`src/rtl/sdram_pkg.sv`:
```
// Shared constants and types for the SDRAM control stage.
// Call-bit positions match the sdram_funcmod iCall vector.
package sdram_pkg;

  localparam int FC_WR   = 3;
  localparam int FC_RD   = 2;
  localparam int FC_REF  = 1;
  localparam int FC_INIT = 0;

  localparam int UC_WR = 1;
  localparam int UC_RD = 0;

  localparam logic [13:0] TREF_DEFAULT = 14'd1040;

  typedef enum logic [2:0] {
    INIT_CALL,
    IDLE,
    REF,
    WR,
    RD,
    GAP
  } stateT;

  function automatic logic [3:0] fcBit(input int unsigned idx);
    return 4'b0001 << idx;
  endfunction

endpackage

```
`src/rtl/sdram_reftimer.sv`:
```
// Auto-refresh interval timer: raises a pending flag every TREF clocks and
// latches a sticky overrun when an interval expires with a refresh still owed.
module sdram_reftimer
  import sdram_pkg::*;
#(
  parameter logic [13:0] TREF = TREF_DEFAULT
) (
  input  logic CLOCK,
  input  logic RESET,
  input  logic iEnable,
  input  logic iClear,
  output logic oPending,
  output logic oOvr
);

  logic [13:0] count;
  logic        wrap;

  assign wrap = iEnable && (count == TREF - 14'd1);

  // NOTE: state registers use non-blocking assignments so every flop samples pre-edge values.
  always_ff @(posedge CLOCK) begin
    if (RESET) begin
      count    <= '0;
      oPending <= 1'b0;
      oOvr     <= 1'b0;
    end else begin
      if (iEnable) count <= wrap ? 14'd0 : count + 14'd1;
      // A new interval expiring on the clear edge re-arms the request.
      if (wrap) oPending <= 1'b1;
      else if (iClear) oPending <= 1'b0;
      if (wrap && oPending && !iClear) oOvr <= 1'b1;
    end
  end

endmodule

```
`src/rtl/sdram_ctrlmod.sv`:
```
// SDRAM control stage: power-up init, refresh scheduling, user write/read
// arbitration and the one-hot call/done handshake towards sdram_funcmod.
module sdram_ctrlmod
  import sdram_pkg::*;
#(
  parameter logic [13:0] TREF = TREF_DEFAULT,
  parameter int          AW   = 24,
  parameter int          DW   = 64
) (
  input  logic          CLOCK,
  input  logic          RESET,
  input  logic [1:0]    iCall,
  output logic [1:0]    oDone,
  input  logic [AW-1:0] iAddr,
  input  logic [DW-1:0] iData,
  output logic [DW-1:0] oData,
  output logic          oReady,
  output logic          oRefOvr,
  output logic [3:0]    oFCall,
  input  logic          iFDone,
  output logic [AW-1:0] oFAddr,
  output logic [DW-1:0] oFData,
  input  logic [DW-1:0] iFData
);

  stateT state;
  logic  refPending;
  logic  refClear;

  assign refClear = (state == IDLE) && refPending;

  sdram_reftimer #(.TREF(TREF)) uRefTimer (
    .CLOCK    (CLOCK),
    .RESET    (RESET),
    .iEnable  (oReady),
    .iClear   (refClear),
    .oPending (refPending),
    .oOvr     (oRefOvr)
  );

  always_ff @(posedge CLOCK) begin
    if (RESET) begin
      state  <= INIT_CALL;
      oFCall <= '0;
      oDone  <= '0;
      oReady <= 1'b0;
      oData  <= '0;
      oFAddr <= '0;
      oFData <= '0;
    end else begin
      oDone <= '0;
      case (state)
        INIT_CALL: begin
          if (oFCall[FC_INIT] && iFDone) begin
            oFCall <= '0;
            oReady <= 1'b1;
            state  <= GAP;
          end else begin
            oFCall <= fcBit(FC_INIT);
          end
        end
        IDLE: begin
          // Refresh outranks user traffic; write outranks read.
          if (refPending) begin
            oFCall <= fcBit(FC_REF);
            state  <= REF;
          end else if (iCall[UC_WR]) begin
            oFCall <= fcBit(FC_WR);
            oFAddr <= iAddr;
            oFData <= iData;
            state  <= WR;
          end else if (iCall[UC_RD]) begin
            oFCall <= fcBit(FC_RD);
            oFAddr <= iAddr;
            state  <= RD;
          end
        end
        REF: begin
          if (iFDone) begin
            oFCall <= '0;
            state  <= GAP;
          end
        end
        WR: begin
          if (iFDone) begin
            oFCall       <= '0;
            oDone[UC_WR] <= 1'b1;
            state        <= GAP;
          end
        end
        RD: begin
          if (iFDone) begin
            oFCall       <= '0;
            oData        <= iFData;
            oDone[UC_RD] <= 1'b1;
            state        <= GAP;
          end
        end
        GAP:     state <= IDLE;
        default: state <= INIT_CALL;
      endcase
    end
  end

endmodule

```
`config.mk`:
```
export PLATFORM = sky130hd
export DESIGN_NAME = sdram_ctrlmod
export DESIGN_NICKNAME = d
export VERILOG_FILES = /design/src/rtl/sdram_pkg.sv /design/src/rtl/sdram_reftimer.sv /design/src/rtl/sdram_ctrlmod.sv
export SDC_FILE = /design/constraint.sdc
export NUM_CORES = 1
export LEC_CHECK = 0
export ABC_AREA = 1
export BUFFER_PORTS_ARGS = -buffer_cell sky130_fd_sc_hd__buf_2
export CAP_MARGIN = 25
export CELL_PAD_IN_SITES_DETAIL_PLACEMENT = 1
export CELL_PAD_IN_SITES_GLOBAL_PLACEMENT = 1
export CORE_MARGIN = 4
export CORE_UTILIZATION = 25
export CTS_BUF_LIST = sky130_fd_sc_hd__clkbuf_4 sky130_fd_sc_hd__clkbuf_8 sky130_fd_sc_hd__clkbuf_16
export DETAILED_ROUTE_END_ITERATION = 10
export PLACE_DENSITY = 0.68
export SYNTH_ARGS = -nofsm -noshare
export SYNTH_HDL_FRONTEND = slang
export SYNTH_SLANG_ARGS = --single-unit
export TNS_END_PERCENT = 30
```
`constraint.sdc`:
```
create_clock -name CLOCK -period 1.61 [get_ports CLOCK]
set_input_delay 0.161 -clock CLOCK [delete_from_list [all_inputs] [get_ports CLOCK]]
set_output_delay 0.161 -clock CLOCK [all_outputs]
set_load 0.02 [all_outputs]
```
==> results of run 1 <==
final cells by class:
class / instances / area (um2) / share of cell area, %
sequential: 178 / 3560 / 34.3
timing repair buffer: 460 / 3060 / 29.4
multi-input combinational: 585 / 2610 / 25.1
clock buffer: 18 / 433 / 4.17
tap: 335 / 419 / 4.03
clock inverter: 13 / 198 / 1.90
inverter: 26 / 108 / 1.04
antenna: 1 / 2.50 / 0.0241
cell families after synthesis:
group	synth area share [%]
and+or+nand+nor	24.6
DFF	54.2
AOI/OAI and AO/OA	14.2
buffers and inverters	6.13
xor gates and xnor gates	0.666
adders and majority gates	0.190
sequential cells by signal (all words and copies together) (netlist names):
name                flops
oData                  64
oFData                 64
oFAddr                 24
uRefTimer.count        14
oFCall                  4
state                   3
oDone                   2
oReady                  1
uRefTimer.oOvr          1
uRefTimer.oPending      1
per-stage QoR:
stage	hold slack, ps	instances	setup slack (ps)	total power, mW	util (%)
2_1_floorplan	297	838	306	9.33	-
4_1_cts	0.146	1615	62.9	16.1	39.9
3_5_place_dp	404	1463	101	11.2	32.9
3_3_place_gp	395	1463	136	11.1	32.9
6_report	17.4	1616	92.7	16.0	40.0
5_1_grt	12.1	1616	-12.6	17.0	40.0
where the power goes:
part	switching, mW	internal (mW)	total, mW	leakage, nW
clock	1.92	2.65	4.57	0.299
combinational	3.56	1.94	5.51	3.03
sequential	0.509	5.39	5.90	1.45
path summary, 6_finish.rpt:
check                           startpoint    endpoint  slack [ps]  cells after the start
worst max-delay path              state[1]  oFData[62]          90                      7
worst min-delay path             iAddr[22]  oFAddr[22]          20                      3
worst min register to register   oFCall[1]   oFCall[1]         460                      2
worst max register to register    state[1]  oFData[62]          90                      7
timing repair:
item,in CTS,in global routing
endpoints found under the setup margin,0,49
hold buffers,121,0
resized for setup,0,7
endpoints found under the hold margin,121,0
placed cells by master, fill, tap and decap left out, drive strengths merged:
cell	instances
clkinvlp	3
and2	1
buf	339
ha	1
nand4	6
clkinv	1
a21oi	12
nor2	342
bufinv	4
nand3	12
nor3b	1
o22ai	1
xnor2	1
diode	1
nand3b	1
or2	1
nor3	5
dlygate4sd3	121
inv	31
nand2	39
xor2	4
clkbuf	18
dfxtp	178
o21ai	158
critical path: cells and delay by family, from the launching register on:
kind / cells / cell delay, ps
buf+inv: 2 / 310
flops: 1 / 370
simple gates: 4 / 400
compound gates: 1 / 310
per-layer routing:
layer / global-route usage, % / part of all wire (%)
met2: 30.0 / 49
met5: 0 / 0.051
met3: 4.46 / 6.3
met1: 19.1 / 41
met4: 5.76 / 2.8
cells in the mapped netlist, drive strengths merged:
cell | count | area (um2)
clkinv | 1 | 5.00
nand4 | 6 | 37.5
nor2 | 342 | 1300
nand2 | 39 | 164
xnor2 | 1 | 8.76
buf | 36 | 249
or2 | 1 | 6.26
nand3b | 1 | 7.51
dfxtp | 178 | 3560
nor3 | 5 | 25.0
xor2 | 4 | 35.0
a21oi | 12 | 60.1
nor3b | 1 | 7.51
inv | 25 | 96.3
o21ai | 158 | 866
nand3 | 12 | 65.1
clkbuf | 13 | 52.6
ha | 1 | 12.5
and2 | 1 | 6.26
o22ai | 1 | 6.26
==> metrics.md, run 1 <==
| Metric | Value |
|---|---|
| Power per cell area | `around 1500 nW/um2` |
| Most used cell, CP | `nand2_4` |
| Max-slew violations | `0` |
| Vias post-DR | `between 7000 and 8000` |
| Synthesized flop and latch total | `between 150 and 200` |
| Slew @ Worst Pin | `around 420 ps` |
| Hold Path Class | `input pin to flip-flop` |
| Rel. slew slack | `a little under three quarters` |
| Die Ht | `170 um` |
| Routed wire per std cell | `~16 um` |
| Row Count | `~60` |
| Num CTS Buffers | `17` |
| Setup Fix Bufs, Post-CTS | `0` |
| Largest net degree at the start of global routing | `54` |
| CTS Root Buffer Type | `clkbuf_16` |
| Tcrit/Tclk final | `between 90 and 100%` |
| Overall Global Routing Usage | `between 10% and 20%` |
| RSZ-0062 raised after global routing | `yes` |
| Routed Antenna Nets | `0` |
| Drt pass-1 iters | `4` |
| Sequential share of the synthesized area | `54.2%` |
| Initial antenna violation count | `2` |
| Final instance area | `around 10000 um2` |
| Max Root-Sink Buffers | `2` |
| Fmax achieved | `approximately 660 MHz` |
| Cell area after placement | `around 8500 um2` |
| Fin. Hold Viols | `0` |
| Fin crit period | `approximately 1500 ps` |
| Max VDD drop | `between 600 and 700 uV` |
| Layout cells sized above 1 | `32.0%` |
| Worst path arrival time | `roughly 1800 ps` |
| Startpoint Class | `flip-flop` |
| Syn_nets | `~1000` |
| First-pass GRT wire length | `a little under 40 mm` |
| Setup TNS | `0 ps` |
| Worst path slowest cell | `dfxtp_1` |
| Max cap viols | `0` |
| Core area | `26000 um2` |
| Final setup fails | `0` |
| Critical path endpoint category | `flip-flop` |
| Cell variety after synth | `32` |
| Post-DP HPWL | `between 15 and 20 mm` |
| Iter 0 DRT Violations | `280` |
| Worst path required time | `~1900 ps` |
| Ports | `317` |
| Input/output buffers | `316` |
| CTS tree | `done` |
| Vias per inst | `between 4 and 5` |
| Critical Path, Cell by Cell | `nor2_4 -> nand2_4 -> inv_4 -> nand2_4 -> buf_4 -> o21ai_0 -> nor2_1` |
| Total global routing overflow | `0` |
| Area Growth Syn to Fin | `58.1%` |
| Final wirelength | `roughly 25 mm` |
| Yosys Warn Count | `0` |
| Cell area after synthesis | `between 6000 and 7000 um2` |
| GP Congestion | `between 0.7 and 0.8` |
| Nets | `~1400` |
| Die area | `29000 um2` |
| Worst-Skew Late Latency | `~420 ps` |
| Synth Instances | `between 800 and 900` |
| Synthesized area per cell | `7.85 um2` |
| Clock Skews | `between 10 and 15 ps` |
| Sink Count | `roughly 180` |
| Crit path max fanout | `19` |
| Die width | `170 um` |
| Leakage power | `4.78 nW` |
| H-tree depth | `4` |
| Vias in the first global route | `7360` |
| Clk slew on worst S/H paths | `around 70 ps` |
| Setup Crit Path Kind | `flip-flop to flip-flop` |
| Status | `finished clean` |
| Layout fillers | `about 3200` |
| Max incr delay on CP | `roughly 370 ps` |
| Initial Util | `approximately a quarter` |
| Drt drc | `0` |
No activity file was read; power rests on OpenSTA's default activity.
==> run 2, diff against run 1 <==
Settings changed: CORE_MARGIN 4 to not set.
==> run 2 against run 1 <==
Compared with the run above:
- global-route usage rose by 0.49 points
- flip-flop and latch count unchanged
- die area fell by 6.9%
- hold slack got worse by 3.8 ps
- power decreased by 3.3%
- final area is 0.22% higher
- first-iteration DRC count grew 34%
- largest power group unchanged
==> metrics.md, run 2 (synthesis gave the netlist of run 1 again) <==
| Metric | Value |
|---|---|
| Overall Global Routing Usage | `approximately 17%` |
| Layout cells sized above 1 | `a little over 30%` |
| RSZ-0062 raised after global routing | `no` |
| Clock Skews | `13.4 ps` |
| Layout fillers | `3126` |
| Rel. slew slack | `between 70 and 80%` |
| Worst path required time | `between 1500 and 2000 ps` |
| Most used cell, CP | `nand2_4` |
| Regs by FF count | `oData: 64 flops, oFData: 64 flops, oFAddr: 24 flops` |
| Nets | `approximately 1400` |
| Tcrit/Tclk final | `91.4%` |
| Reg area | `around 3600 um2` |
| Worst-Skew Late Latency | `about 420 ps` |
| Setup TNS | `0 ps` |
| Critical Path, Cell by Cell | `inv_2 -> nand2_4 -> inv_4 -> nand2_4 -> buf_12 -> o21ai_1 -> nor2_1` |
| Fmax achieved | `679 MHz` |
| Max-slew violations | `0` |
| Sink Count | `between 150 and 200` |
| Area Growth Syn to Fin | `58.4%` |
| Die area | `around 27000 um2` |
| Input/output buffers | `between 300 and 400` |
| Final wirelength | `around 24 mm` |
| Tot Pwr | `15.4 mW` |
| Final setup fails | `0` |
| Cell area after placement | `8480 um2` |
| Leakage power | `4.79 nW` |
| Final instance area | `~10000 um2` |
| Max incr delay on CP | `440 ps` |
| Row Count | `between 50 and 60` |
| Total global routing overflow | `0` |
| Vias in the first global route | `7322` |
| Num CTS Buffers | `17` |
| Crit path max fanout | `64` |
| Most frequent cells in the layout | `nor2_1, buf_2, dfxtp_1` |
| Drt pass-1 iters | `4` |
| Most common library cell in the layout ignoring fill and taps | `nor2_1` |
| Clk slew on worst S/H paths | `~80 ps` |
| Die width | `about 160 um` |
| Metal3 WL | `~1.6 mm` |
| Largest net degree at the start of global routing | `81` |
| Routed Antenna Nets | `0` |
| DR WL met2 | `11.7 mm` |
| Setup Fix Bufs, Post-CTS | `0` |
| CTS Root Buffer Type | `clkbuf_16` |
| Drt drc | `0` |
| Initial antenna violation count | `0` |
| Worst path arrival time | `about 1800 ps` |
| M1 WL | `between 9 and 10 mm` |
| Critical path's top delay family | `buffers and inverters` |
| First-pass GRT wire length | `36.6 mm` |
| Vias post-DR | `7118` |
| Max Root-Sink Buffers | `2` |
| Power per cell area | `between 1000 and 1500 nW/um2` |
| Startpoint Class | `flip-flop` |
| Diodes inserted | `0` |
| Multi-input logic area | `approximately 2600 um2` |
| H-tree depth | `4` |
| Max cap viols | `0` |
| Status | `finished clean` |
| Core area | `approximately 25000 um2` |
| Die Ht | `roughly 160 um` |
| Setup Crit Path Kind | `flip-flop to flip-flop` |
| CTS tree | `done` |
| Initial Util | `25.8%` |
| Vias per inst | `approximately 4.4` |
| Hold Path Class | `input pin to flip-flop` |
| Iter 0 DRT Violations | `375` |
| Routed wire per std cell | `~15 um` |
| Fin. Hold Viols | `0` |
| Slew @ Worst Pin | `~350 ps` |
| Ports | `approximately 320` |
| Buffers and inverters on the worst path | `3` |
| Critical path endpoint category | `flip-flop` |
| GP Congestion | `between 0.7 and 0.8` |
| Fin crit period | `1470 ps` |
| Top layer in use | `met4` |
| Post-DP HPWL | `15.2 mm` |
| Max VDD drop | `approximately 550 uV` |
| Worst path slowest cell | `dfxtp_1` |
-- run 2: cell types whose count changed in the layout (fill, tap and decap cells not counted), moves of 2 or more --
cell / change
bufinv_16: -4
dlygate4sd3_1: +14
clkinv_4: +2
inv_8: +2
buf_4: -8
clkinvlp_4: -2
o21ai_0: +2
o21ai_1: -2
nor2_2: -2
-- run 2: per-stage QoR --
| stage | hold slack (ps) | util, % | std cells | worst slack [ps] |
|---|---|---|---|---|
| after detailed placement | 405 | 33.3 | 1450 | 51.1 |
| after global routing | 28.5 | 40.9 | 1617 | 24.5 |
| after global placement | 396 | 33.3 | 1450 | 98.6 |
| after floorplan | 297 | - | 838 | 306 |
| final | 13.6 | 40.9 | 1617 | 138 |
| after CTS | 0.114 | 40.9 | 1617 | 48.4 |
-- run 2: what timing repair did --
action                                  CTS  global route
resized for setup                         0             3
endpoints found under the hold margin   135             0
hold buffers                            135             0
endpoints found under the setup margin    0            29
-- run 2: metal layers --
layer	track usage (%)	vias up
met5	0	-
li1	-	3549
met4	7.07	0
met1	18.8	3294
met3	5.05	45
met2	30.9	230
-- run 2: worst paths after layout --
path                        from              to  slack (ps)  depth (start not counted)
setup reg to reg        state[2]       oFData[6]         140                          7
hold reg to reg   uRefTimer.oOvr  uRefTimer.oOvr         460                          2
setup / recovery        state[2]       oFData[6]         140                          7
hold / removal        iFData[29]       oData[29]          10                          3
-- run 2: report_power, final --
part	switching, mW	internal (mW)	leakage, nW
combinational	3.49	1.95	3.05
sequential	0.518	5.39	1.45
clock	1.97	2.13	0.282
-- run 2: worst reg2reg max path: stages (launching register included) --
cell	delay [ps]
dfxtp_1	440
inv_2	100
nand2_4	100
inv_4	50
nand2_4	100
buf_12	300
o21ai_1	190
nor2_1	140
-- run 2: final cells by class --
type / count / share of cell area (%)
inverters: 26 / 1.01
repair buffers: 466 / 30.2
multi-input cells: 585 / 25.1
clock inverters: 12 / 1.14
well taps: 330 / 3.96
clock buffers: 20 / 4.36
flip-flops and latches: 178 / 34.2
